**src/rtl/icache.sv**
```systemverilog
// Direct-mapped blocking instruction cache: same-cycle hits, a single outstanding
// BUS_LOAD on a miss, and bypass of the returning block to fetch in the fill cycle.
`ifndef XLEN
`define XLEN 32
`endif

module icache #(
    parameter int LINES = 32
) (
    input  logic               clock,
    input  logic               reset,
    input  logic [`XLEN-1:0]   proc2Icache_addr,
    output logic [63:0]        Icache2proc_data,
    output logic               Icache2proc_valid,
    output logic [1:0]         Icache2ctrl_command,
    output logic [`XLEN-1:0]   Icache2ctrl_addr,
    input  logic [3:0]         ctrl2Icache_response,
    input  logic [63:0]        ctrl2Icache_data,
    input  logic [3:0]         ctrl2Icache_tag
);
    localparam int IDX_W = $clog2(LINES);
    localparam int TAG_W = `XLEN - 3 - IDX_W;
    localparam int BLK_W = `XLEN - 3;
    localparam logic [1:0] BUS_NONE = 2'd0;
    localparam logic [1:0] BUS_LOAD = 2'd1;

    typedef enum logic {IDLE, WAIT_DATA} state_t;

    state_t             state;
    logic [LINES-1:0]   valid_q;
    logic [TAG_W-1:0]   tags_q [LINES];
    logic [63:0]        data_q [LINES];
    logic [3:0]         pend_tag;
    logic [BLK_W-1:0]   pend_addr;

    logic [BLK_W-1:0]   blk;
    logic [IDX_W-1:0]   idx;
    logic [TAG_W-1:0]   tag;
    logic [IDX_W-1:0]   pend_idx;
    logic [TAG_W-1:0]   pend_line_tag;
    logic               hit;
    logic               fill;
    logic               bypass;
    logic               unused_offset;

    assign blk           = proc2Icache_addr[`XLEN-1:3];
    assign idx           = proc2Icache_addr[IDX_W+2:3];
    assign tag           = proc2Icache_addr[`XLEN-1:IDX_W+3];
    assign pend_idx      = pend_addr[IDX_W-1:0];
    assign pend_line_tag = pend_addr[BLK_W-1:IDX_W];
    assign unused_offset = ^proc2Icache_addr[2:0];

    assign hit    = valid_q[idx] && (tags_q[idx] == tag);
    // pend_tag is zero whenever nothing is outstanding, so a zero bus tag never fills
    assign fill   = (state == WAIT_DATA) && (pend_tag != 4'd0) && (ctrl2Icache_tag == pend_tag);
    assign bypass = fill && (blk == pend_addr);

    always_comb begin
        Icache2proc_valid   = 1'b0;
        Icache2proc_data    = data_q[idx];
        Icache2ctrl_command = BUS_NONE;
        Icache2ctrl_addr    = {blk, 3'b000};
        if (!reset) begin
            if (bypass) begin
                Icache2proc_valid = 1'b1;
                Icache2proc_data  = ctrl2Icache_data;
            end else if (hit) begin
                Icache2proc_valid = 1'b1;
            end
            if ((state == IDLE) && !hit)
                Icache2ctrl_command = BUS_LOAD;
        end
    end

    always_ff @(posedge clock) begin
        if (reset) begin
            state    <= IDLE;
            valid_q  <= '0;
            pend_tag <= 4'd0;
        end else begin
            case (state)
                IDLE: begin
                    if (!hit && (ctrl2Icache_response != 4'd0)) begin
                        pend_tag  <= ctrl2Icache_response;
                        pend_addr <= blk;
                        state     <= WAIT_DATA;
                    end
                end
                WAIT_DATA: begin
                    if (fill) begin
                        valid_q[pend_idx] <= 1'b1;
                        pend_tag          <= 4'd0;
                        state             <= IDLE;
                    end
                end
                default: state <= IDLE;
            endcase
        end
    end

    // Line contents need no reset; the valid bits alone guard them.
    always_ff @(posedge clock) begin
        if (!reset && fill) begin
            tags_q[pend_idx] <= pend_line_tag;
            data_q[pend_idx] <= ctrl2Icache_data;
        end
    end

endmodule

```
**config.mk**
```make
export PLATFORM = sky130hd
export DESIGN_NAME = icache
export DESIGN_NICKNAME = d
export VERILOG_FILES = /design/src/rtl/icache.sv
export SDC_FILE = /design/constraint.sdc
export NUM_CORES = 2
export LEC_CHECK = 0
export ABC_AREA = 0
export CORE_ASPECT_RATIO = 1.75
export CORE_MARGIN = 2
export CORE_UTILIZATION = 55
export CTS_CLUSTER_DIAMETER = 80
export CTS_CLUSTER_SIZE = 10
export DETAILED_ROUTE_END_ITERATION = 10
export DONT_BUFFER_PORTS = 1
export HOLD_SLACK_MARGIN = 0.12
export MAX_ROUTING_LAYER = met4
export PLACE_DENSITY = 0.82
export SLEW_MARGIN = 20
export SYNTH_ARGS = -nofsm -noshare
export SYNTH_HDL_FRONTEND = slang
export SYNTH_SLANG_ARGS = --single-unit
export TNS_END_PERCENT = 1
```
**constraint.sdc**
```tcl
create_clock -name clock -period 6.8 [get_ports clock]
set_input_delay 2.04 -clock clock [delete_from_list [all_inputs] [get_ports clock]]
set_output_delay 2.04 -clock clock [all_outputs]
set_load 0.01 [all_outputs]
```
# After elaboration in Yosys (flattened, before gate mapping)
# Memories as Yosys holds them, arrays and structs flattened.
# Cells that the tools add are included.
[word_totals]
ff_bits = 66
mem_bits_rw = 2816
inputBits = 106
output_inout_bits = 99
wordCells = 51
memories = 2
[memory_table]
columns = ["memory", "depth", "width", "rd", "rd_clocked_by_memory_dff", "wr", "line_no", "rtl"]
rows = [
  ["data_q", 32, 64, 1, 0, 1, "32", "logic [63:0] data_q [LINES];"],
  ["tags_q", 32, 24, 1, 0, 1, "31", "logic [TAG_W-1:0] tags_q [LINES];"],
]
[classes]
n_lt_le_gt_ge = 3
eq_ne = 5
n_mux = 19
bitwise = 3
reduce_logical = 15
[op_table]
columns = ["op", "n"]
rows = [
  ["64-bit 2-to-1 mux", 2],
  ["32-bit OR", 1],
  ["29-bit == test", 1],
  ["24-bit == test", 1],
  ["5-bit by 6-bit less-than comparator with 1-bit output, second input constant", 2],
  ["1-bit 2-to-1 mux", 11],
  ["1-bit logical AND", 8],
  ["4-bit 2-to-1 mux", 2],
  ["4-bit one-hot mux with 2 select lines", 1],
  ["4-bit nonzero test", 2],
  ["1-bit binary-select mux with 5-bit select", 1],
  ["1-bit demux with 5-bit select", 1],
  ["5-bit by 1-bit greater-or-equal comparator with 1-bit output, second input constant", 1],
  ["4-bit == test", 1],
  ["2-bit by 1-bit inequality test with 1-bit output, second input constant", 2],
  ["2-bit AND reduction", 2],
  ["3-bit AND reduction", 1],
  ["1-bit logical NOT", 2],
  ["1-bit inverter", 2],
  ["1-bit one-hot mux with 2 select lines", 1],
]

# Logic depth before layout (Yosys ltp)
[depth]
depth_word = 7
ltp_mapped = 16

# Least setup slack after synthesis
# No wires, ideal clock.
[synth_timing]
path_type = "input -> register"
from = "input port reset"
to = "memory data_q[12][0], enable pin"
setup_time_ns = 0.536
t_arrival_ns = 6.770
required_time_ns = 6.264
path_slack_ns = -0.505
stages = 6
path_cell_list = "clkdlybuf4s18_2 > nor4_1 > nand2b_1 > clkbuf_1 > clkbuf_1 > nor2_1"
[synth_via]
elab_chain_cells = 4
[synth_lines]
columns = ["item", "line_no", "rtl"]
rows = [
  ["start: declaration", "11", "input logic reset,"],
  ["1-bit logical NOT", "103", "if (!reset && fill) begin"],
  ["1-bit logical AND", "103", ""],
  ["1-bit 2-to-1 mux", "103", ""],
  ["1-bit 2-to-1 mux (implied by the code)", "105", "data_q[pend_idx] <= ctrl2Icache_data;"],
  ["end: declaration", "32", ""],
]
# Every way passes these cells.

# Final worst setup path
[layout_timing]
from = "input port proc2Icache_addr[4]"
to = "output port Icache2ctrl_command[0]"
[layout_via]
elab_chain_cells = 7
word_cells_on_any_way = 9
[layout_lines]
columns = ["item", "line_no", "rtl"]
rows = [
  ["start: declaration", "12", "input logic [`XLEN-1:0] proc2Icache_addr,"],
  ["memory 32 x 24 bit / 1-bit binary-select mux with 5-bit select (equally long branches)", "n/a", ""],
  ["24-bit == test / 1-bit 2-to-1 mux (equally long branches)", "53", "assign hit = valid_q[idx] && (tags_q[idx] == tag);"],
  ["1-bit logical AND *", "53", ""],
  ["1-bit logical NOT *", "70", "if ((state == IDLE) && !hit)"],
  ["1-bit logical AND *", "70", ""],
  ["1-bit 2-to-1 mux *", "70", ""],
  ["1-bit 2-to-1 mux *", "63", "if (!reset) begin"],
  ["end: declaration", "15", "output logic [1:0] Icache2ctrl_command,"],
]
# Every way passes the cells marked *; elsewhere a longest branch is shown, timed or not. The select of a mux whose other input is x is not followed.

==> flow_metrics.py <==
metrics = {
    "run_status": {
        "outcome": "complete, but fails checks",
        "violations": "slew limit, setup timing",
    },
    "clock_tree": {
        "cts_htree_levels": 5,
        "cts_buffers": 330,
        "insertion_delay_ns": 0.87,
        "cts.clk_slew.worst_paths_ns": 0.05,
        "root_buffer": "clkbuf_16",
        "cts_hold_buffers": 0,
        "post_cts_buffers": 0,
        "cts.path.max_buffers": 4,
        "cts_tree": "built",
        "clkSinkCount": 2882,
    },
    "route": {
        "avgViaCountPerCell": 7.49,
        "drt_iter0_markers": 10500,
        "dr_total_vias": 58200,
        "routed_wl_um": 334000,
        "ant_nets": 0,
        "drcViolationCount": 0,
        "wl_per_cell_um": 43.0,
        "drtPass1Iterations": 6,
    },
    "yosys": {
        "yosysTopAreaCell": "edfxtp_1",
        "synth_ff_type": "edfxtp_1",
        "syn-cell-area_um2": 111000,
        "synthTopCellsByArea": "edfxtp_1, mux4_2, mux2i_1",
        "synth_top_cell_area_share": 0.768,
        "async_flop_share": 0,
        "ys_seq_area_frac": 0.775,
        "synth_common_cells": "edfxtp_1, mux4_2, mux2i_1, nor2_1, clkbuf_1",
        "yosysWarnings": 0,
        "synth_cells": 4794,
        "syn_avg_cell_area_um2": 23.2,
        "synth_edf_count": 2845,
        "yosysMostFrequentCell": "edfxtp_1",
        "synth_seq_cells": 2882,
        "ys_types": 70,
    },
    "timing": {
        "slew_headroom": -0.482,
        "fmax_ghz": 0.119,
        "setup_slack_ns": -1.63,
        "max_slew.worst_pin.slew_ns": 2.22,
        "period_minus_slack_ns": 8.43,
        "finalHoldViolations": 0,
        "report.final.slew_viol_count": 356,
        "setup_viol": 32,
        "hold_slack_ns": 0.469,
        "period_share": 1.24,
        "rsz0062_at_grt": "true",
        "fin_skew_ns": 0.0677,
    },
    "global_routing": {
        "grt_max_degree": 701,
        "grt_pass1_vias": 59900,
        "grt_pass1_wl_um": 465000,
        "gr-total-overflow": 0,
        "antenna_found_initial": 8,
        "grt_usage": 0.335,
    },
    "pwr": {
        "switching_power_uw": 7690,
        "power_frac_comb": 0.042,
        "p_clk_frac": 0.424,
        "cellPowerDensity_nw_per_um2": 294,
        "irDropWorstVdd_uv": 204,
        "switching_share": 0.209,
        "p_seq_frac": 0.535,
        "intPower_uw": 29100,
        "power_uw": 36800,
        "p_leak_uw": 0.0392,
    },
    "setup_path": {
        "crit-reg2reg-launch": "tags_q[2][17]",
        "cp_slowest_stage_delay_ns": 0.96,
        "path_common_cell": "buf_4",
        "cp.required_ns": 4.76,
        "slowest_stage": "mux4_2",
        "r2r_setup_slack_ns": 2.45,
        "path_cells": "mux4_2 -> a22o_1 -> a221oi_2 -> xor2_1 -> a22oi_1 -> nor4_2 -> buf_4 -> nand4_1 -> buf_4 -> buf_6 -> o21ba_4",
        "worstSetupEndpointType": "output port",
        "r2r_cells": 13,
        "crit_fanout": 700,
        "crit_type": "input pin to output port",
        "arrival_ns": 6.39,
        "reg2reg_to": "pend_addr[15]",
        "startpoint_type": "input pin",
    },
    "final_layout": {
        "instances_no_fill": 7780,
        "final_cell_area_um2": 125000,
        "syn_to_final_growth_pct": 12.6,
        "layout-drive-gt1-share": 0.293,
        "fin_nets": 5206,
    },
    "die": {
        "die_h_um": 599,
        "die_area_um2": 206000,
        "rows": 218,
        "ioPinCount": 205,
        "die_w_um": 344,
        "initial_core_util": 0.553,
        "core_um2": 201000,
    },
    "place": {
        "dp.cells": 7397,
        "postPlaceCellArea_um2": 116000,
        "pre_cts_ws_ns": -1.72,
        "dp_hpwl_um": 144000,
        "place.gp.congestion": 0.851,
        "io_buffers": 0,
    },
    "hold_path": {
        "hold_path_startpoint": "valid_q[0]",
        "min_to": "valid_q[0]",
        "hold_path_depth": 2,
        "hp-class": "flip-flop to flip-flop",
    },
    "flow_run": {
        "drv_cap": 0,
    },
}
## worst max-delay path by stage
stage / start / end / slack [ns] / cells past startpoint
after floorplan: reset / data_q[12][0] / -0.51 / 6
after global placement: proc2Icache_addr[3] / Icache2proc_valid / -0.91 / 11
after detailed placement: proc2Icache_addr[3] / Icache2proc_valid / -1.72 / 14
after CTS: proc2Icache_addr[4] / Icache2proc_valid / -0.50 / 12
after global routing: proc2Icache_addr[4] / Icache2proc_valid / -0.98 / 11
final: proc2Icache_addr[4] / Icache2ctrl_command[0] / -1.63 / 11
## stage by stage
step / utilization / setup TNS [ns]
global placement: 0.575 / -8.16
detailed placement: 0.576 / -17.45
global route: 0.622 / -2.37
CTS: 0.621 / -0.992
floorplan: - / -1362.70
finish: 0.622 / -7.91
## sequential cells by signal, summed over array words and instances (netlist names)
register and count:
state 1, data_q 2048, valid_q 32, tags_q 768
pend_tag 4, pend_addr 29
## power groups by stage
stage	sequential, uW	clock [uW]	combinational [uW]
floorplan	20000	0	1040
global placement	20000	0	1190
detailed placement	20000	0	1340
CTS	19700	15600	1430
global route	19700	16100	1550
finish	19700	15600	1530
## layout make-up
cell class                      instances  area, um2
Timing Repair Buffer                  264       3030
Sequential cell                      2882      86200
Tap cell                             2640       3300
Antenna cell                           10       25.0
Clock inverter                         18        234
Inverter                               42        170
Multi-Input combinational cell       1580      23900
Clock buffer                          344       8440
Fill cell                           12200      76000
## routing by layer
layer | wire (um) | global-route usage | share of wire
met1 | 100000 | 0.393 | 0.30
met2 | 167000 | 0.535 | 0.50
met3 | 45100 | 0.0873 | 0.13
met4 | 22300 | 0.179 | 0.067
met5 | 0 | - | 0
## cell usage in the layout, fill, tap and decap left out, types with 14 or more instances in the layout
master	count
mux2i_2	14
clkbuf_16	336
a21oi_2	15
a22oi_1	44
nand3_1	24
xor2_1	15
edfxtp_1	2845
o22ai_1	41
nor2_1	94
xnor2_1	35
buf_4	185
nor2_4	32
mux2i_1	176
mux4_2	776
a21oi_1	69
inv_1	39
buf_12	55
dfxtp_1	37
nand2_1	39
nand4_1	18
## worst max-delay path, delay by kind of cell
family / cells / cell delay [ns]
simple gates: 2 / 0.49
mux: 1 / 0.96
buf+inv: 3 / 0.57
compound gates: 4 / 1.37
xor+xnor: 1 / 0.31
## repair_timing
action	4_1_cts	5_1_grt
cloned	8	0
resized for setup	16	46
endpoints found under the hold margin	0	0
pin swaps	3	19
setup endpoints to repair	44	65
## cells by family (layout without fill, tap and decap cells)
kind of cell / after synthesis / in the layout / synth area share
buf+inv: 335 / 668 / 0.0152
mux: 993 / 993 / 0.179
other cells: 1 / 14 / 0.0000337
flops: 2882 / 2882 / 0.775
compound gates: 257 / 257 / 0.0157
simple gates: 274 / 274 / 0.0116
xor+xnor: 52 / 52 / 0.00409
Note: power is estimated with default switching activity, not from simulation.
